## config.mk

```make
export PLATFORM = sky130hd
export DESIGN_NAME = fetch_stage
export DESIGN_NICKNAME = d
export VERILOG_FILES = /design/src/rtl/fetch_stage.sv
export SDC_FILE = /design/constraint.sdc
export NUM_CORES = 1
export LEC_CHECK = 0
export ABC_AREA = 0
export CAP_MARGIN = 20
export CELL_PAD_IN_SITES_DETAIL_PLACEMENT = 1
export CELL_PAD_IN_SITES_GLOBAL_PLACEMENT = 1
export CORE_UTILIZATION = 34
export DETAILED_ROUTE_END_ITERATION = 7
export GPL_TIMING_DRIVEN = 0
export PLACE_DENSITY = 0.9
export SYNTH_ARGS = -nofsm -noshare
export SYNTH_HDL_FRONTEND = slang
export SYNTH_SLANG_ARGS = --single-unit
```

## constraint.sdc

```tcl
create_clock -name i_clock -period 4.6 [get_ports i_clock]
set_clock_uncertainty 0.15 [all_clocks]
set_input_delay 0.69 -clock i_clock [delete_from_list [all_inputs] [get_ports i_clock]]
set_output_delay 0.69 -clock i_clock [all_outputs]
set_load 0.005 [all_outputs]
```

## src/rtl/fetch_stage.sv

```systemverilog
// Instruction-fetch stage: PC register, instruction-memory addressing and the IF/ID pipeline register.
// Define BRANCH_DELAY_SLOT_EN to keep the word fetched alongside a redirect (delay slot) instead of flushing it.
module fetch_stage #(
    parameter int unsigned INSTR_MEM_SIZE = 32,
    parameter logic [31:0] RESET_PC       = 32'h0000_0000
) (
    input  logic        i_clock,
    input  logic        i_reset,
    input  logic        i_stall,
    input  logic        i_redirect,
    input  logic [31:0] i_redirect_pc,
    output logic [31:0] o_imem_addr,
    input  logic [31:0] i_imem_data,
    output logic [31:0] o_pc,
    output logic [31:0] o_if_id_instr,
    output logic [31:0] o_if_id_pc4,
    output logic        o_if_id_valid,
    output logic        o_halted,
    output logic        o_misaligned,
    output logic [31:0] o_fetch_count
);

    localparam int unsigned W_ADDR = 32;

    logic [W_ADDR-1:0] r_pc;
    logic [31:0]       r_instr;
    logic [W_ADDR-1:0] r_pc4;
    logic              r_valid;
    logic              r_misaligned;
    logic [31:0]       r_count;

    logic              w_in_range;
    logic [W_ADDR-1:0] w_pc_plus4;
    logic [W_ADDR-1:0] w_target;
    logic              w_target_misaligned;

    // Memory bound is checked on the word index so any byte offset in pc is irrelevant.
    assign w_in_range          = ({2'b00, r_pc[31:2]} < W_ADDR'(INSTR_MEM_SIZE));
    assign w_pc_plus4          = r_pc + W_ADDR'(4);
    assign w_target            = {i_redirect_pc[31:2], 2'b00};
    assign w_target_misaligned = (i_redirect_pc[1:0] != 2'b00);

    always_ff @(posedge i_clock or posedge i_reset) begin
        if (i_reset) begin
            r_pc         <= RESET_PC;
            r_instr      <= 32'd0;
            r_pc4        <= 32'd0;
            r_valid      <= 1'b0;
            r_misaligned <= 1'b0;
            r_count      <= 32'd0;
        end else if (i_redirect) begin
            r_pc         <= w_target;
            r_misaligned <= r_misaligned | w_target_misaligned;
`ifdef BRANCH_DELAY_SLOT_EN
            // Delay slot: the word at the current pc is delivered like any normal fetch.
            r_pc4 <= w_pc_plus4;
            if (w_in_range) begin
                r_instr <= i_imem_data;
                r_valid <= 1'b1;
                r_count <= r_count + 32'd1;
            end else begin
                r_instr <= 32'd0;
                r_valid <= 1'b0;
            end
`else
            r_instr <= 32'd0;
            r_pc4   <= 32'd0;
            r_valid <= 1'b0;
`endif
        end else if (!i_stall) begin
            r_pc4 <= w_pc_plus4;
            if (w_in_range) begin
                r_pc    <= w_pc_plus4;
                r_instr <= i_imem_data;
                r_valid <= 1'b1;
                r_count <= r_count + 32'd1;
            end else begin
                r_instr <= 32'd0;
                r_valid <= 1'b0;
            end
        end
    end

    assign o_imem_addr   = r_pc;
    assign o_pc          = r_pc;
    assign o_if_id_instr = r_instr;
    assign o_if_id_pc4   = r_pc4;
    assign o_if_id_valid = r_valid;
    assign o_halted      = !w_in_range;
    assign o_misaligned  = r_misaligned;
    assign o_fetch_count = r_count;

endmodule

```

==> flow_metrics.py <==
metrics = {
    "cts": {
        "clock_path_buffers": 2,
        "cts_tree": "done",
        "ctsRootBufferMaster": "clkbuf_16",
        "insertion_delay_ps": 410,
        "clkSinkCount": 127,
        "cts_setup_buffers": 0,
        "number_of_hold_repair_buffers_added_at_the_cts_stage": 0,
        "number_of_h_tree_branching_levels": 4,
        "cts_resized": 0,
        "cts_made_buffers": 17,
        "clock_transition_at_path_regs_ps": 60,
    },
    "cells_and_area": {
        "number_of_fillers_in_the_final_layout": 1883,
        "layout_cells_sized_above_1_pct": 15.1,
        "seq_area_mm2": 0.00318,
        "num-nets-final": 874,
        "area_occupied_by_multi_input_gates_mm2": 0.00250,
        "layout.cells.non_filler": 1042,
        "area_delta_synth_final_pct": 52.0,
        "final_util_pct": 53.2,
        "antennaDiodeCount": 0,
    },
    "yosys": {
        "ys_seq_elements": 127,
        "distinct_cell_type_count_of_the_synthesized_netlist": 41,
        "netlist.top_cell.by_area": "dfrtp_1",
        "synth_edf_count": 0,
        "synth-async-reset-ratio_pct": 100,
        "netlist_top_cells_count": "dfrtp_1 (127), nand2_1 (41), nor2_1 (37)",
        "synth.most_common_cell": "dfrtp_1",
        "synth_flop_cell": "dfrtp_1",
        "post_syn_instances": 556,
        "yosys_warnings": 0,
        "postSynthAreaPerCell_um2": 11.0,
        "synth_area_mm2": 0.00609,
        "synth_largest_type_area_fraction_pct": 52.1,
        "synthTopCellsByArea": "dfrtp_1 (52%), a22o_1 (4.6%), xnor2_1 (4.6%)",
        "synth-seq-area-share_pct": 52.1,
    },
    "timing": {
        "max-slew-margin-rel_pct": 46.7,
        "grt_setup_unrepaired": "no",
        "layout_min_cycle_time_ps": 3150,
        "max_freq_mhz": 318,
        "final-max-slew-violation-count": 0,
        "setup_viol_count_final": 0,
        "hold_viol_final": 0,
        "timing_worst_slew_pin_value_ps": 792,
        "fin_crit_sh_pct": 68.4,
    },
    "detailed_routing": {
        "drt-wirelength-per-cell_um": 19.7,
        "dr_total_vias": 5376,
        "1st_iter_drt_viols": 193,
        "route.detailed.drc": 0,
        "vias_per_cell": 5.16,
        "ant_nets": 0,
        "first_drt_pass_iteration_count": 4,
        "wirelength_um": 20500,
    },
    "die": {
        "floorplan.die.width_um": 136,
        "core.rowCount": 48,
        "placeableCoreArea_mm2": 0.0174,
        "io_pins": 231,
        "starting_utilization_of_the_core_area_pct": 35.0,
        "die_area_mm2": 0.0185,
        "die_height_um": 136,
    },
    "setup_path": {
        "critical_path_peak_fanout": 8,
        "timing.critical_path.from_type": "register",
        "req_time_crit_path_ps": 3760,
        "crit_path_top_delay_cell": "clkdlybuf4s50_1",
        "worst_path_largest_cell_delay_ps": 490,
        "crit_chain": "clkbuf_1 -> nor4_2 -> nand4_2 -> nand2b_1 -> clkdlybuf4s50_1",
        "r2r.worst_path.cells": 7,
        "cp.arrival_ps": 2310,
        "endpoint_kind": "output pin",
        "timing_worst_setup_path_type": "register to output pin",
    },
    "place": {
        "place.port_buffers": 225,
        "globalplace.congestion": 0.786,
        "dpl.hpwl_um": 15200,
        "dp.cells": 1010,
    },
    "power": {
        "power.density_mw_per_mm2": 325,
        "design_power_total_mw": 3.01,
        "vdd_ir_drop_max_mv": 0.246,
        "leakagePower_nw": 3.87,
    },
    "global_route": {
        "grt_first_pass_wirelength_um": 32200,
        "grt_antenna_before_repair": 0,
        "via_count_of_the_first_global_routing_pass": 5807,
        "grt_remaining_overflow": 0,
        "grt_max_degree": 68,
        "globalRouteTotalUtil_pct": 23.1,
    },
    "min_path": {
        "hold-path-cell-count": 1,
        "worst_hold_path_type": "register to register",
    },
    "run_status": {
        "outcome": "finished, final reports clean",
    },
    "job": {
        "max_cap_violations": 0,
    },
}
==> state kept, by name, indices dropped and copies added (netlist names) <==
register,count
o_imem_addr,30
o_fetch_count,32
o_if_id_instr,32
o_if_id_pc4,31
o_if_id_valid,1
o_misaligned,1
==> where the power goes <==
| part | internal [mW] | switching [mW] | leakage [nW] |
|---|---|---|---|
| Combinational | 0.261 | 0.163 | 1.91 |
| Clock | 0.827 | 0.524 | 0.286 |
| Sequential | 1.16 | 0.0762 | 1.68 |
| Total | 2.25 | 0.763 | 3.87 |
==> layer usage <==
| metal | wire length (µm) | part of all wire [%] | global-route usage, % |
|---|---|---|---|
| met2 | 10200 | 50 | 38.7 |
| met1 | 8560 | 42 | 28.5 |
| met4 | 542 | 2.6 | 9.63 |
| met3 | 1210 | 5.9 | 5.33 |
| met5 | 0 | 0 | 0 |
==> cells by family (layout without fill, tap and decap cells) <==
family / count (synthesis) / count (layout) / share of synthesized area [%]
muxes: 29 / 29 / 5.26
xor gates and xnor gates: 57 / 57 / 8.19
other: 1 / 4 / 0.0615
AOI/OAI and AO/OA: 69 / 69 / 8.58
DFF: 127 / 127 / 52.1
and+or+nand+nor: 196 / 196 / 18.3
buffers and inverters: 75 / 333 / 7.08
adders and majority gates: 2 / 2 / 0.411
==> final timing paths <==
path / from / end / slack [ps]
worst min register to register: o_misaligned / o_misaligned / 320
worst max-delay path: o_imem_addr[20] / o_halted / 1450
max in group asynchronous: i_reset / o_imem_addr[29] / 2960
worst max register to register: o_imem_addr[20] / o_if_id_instr[18] / 1550
worst min-delay path: o_misaligned / o_misaligned / 320
min in group asynchronous: i_reset / o_fetch_count[9] / 570
==> cells in the final DEF (no fill, tap or decap), drive strengths merged, types with 4 or more instances in the layout <==
cell type and count:
and4 6, xnor2 32, clkinv 6, a211oi 10, nor4 13, xor2 25
o21ai 11, inv 10, clkbuf 38, nand2 41, a21oi 8, nand3 23
buf 49, mux2i 5, a22o 32, nand4 21, mux2 24, dfrtp 127
nor3 30, conb 4, and2 4, and3 9, nor2 37, clkdlybuf4s50 225
==> critical path, delay by kind of cell, from the launching register on <==
kind                   cells  cell delay [ps]
AND/OR/NAND/NOR            3              770
buffers and inverters      2              730
flip-flops                 1              390
==> cell type report <==
cell class / count / area share, %
Sequential cell: 127 / 34.3
Inverter: 8 / 0.378
Clock inverter: 13 / 1.49
Buffer: 67 / 4.34
Clock buffer: 19 / 4.89
Tap cell: 225 / 3.04
Timing Repair Buffer: 226 / 24.6
Multi-Input combinational cell: 357 / 26.9
==> through the flow <==
| stage | setup slack (ps) | hold slack, ps | area [µm²] | setup TNS (ps) |
|---|---|---|---|---|
| 2_1_floorplan | 376 | 309 | 6110 | 0 |
| 3_5_place_dp | 1220 | 311 | 8670 | 0 |
| 4_1_cts | 1390 | 329 | 9260 | 0 |
| 6_report | 1450 | 316 | 9260 | 0 |
| 5_1_grt | 1250 | 351 | 9260 | 0 |
| 3_3_place_gp | -1630 | 301 | 8640 | -206000 |
(Power assumes the default switching activity.)
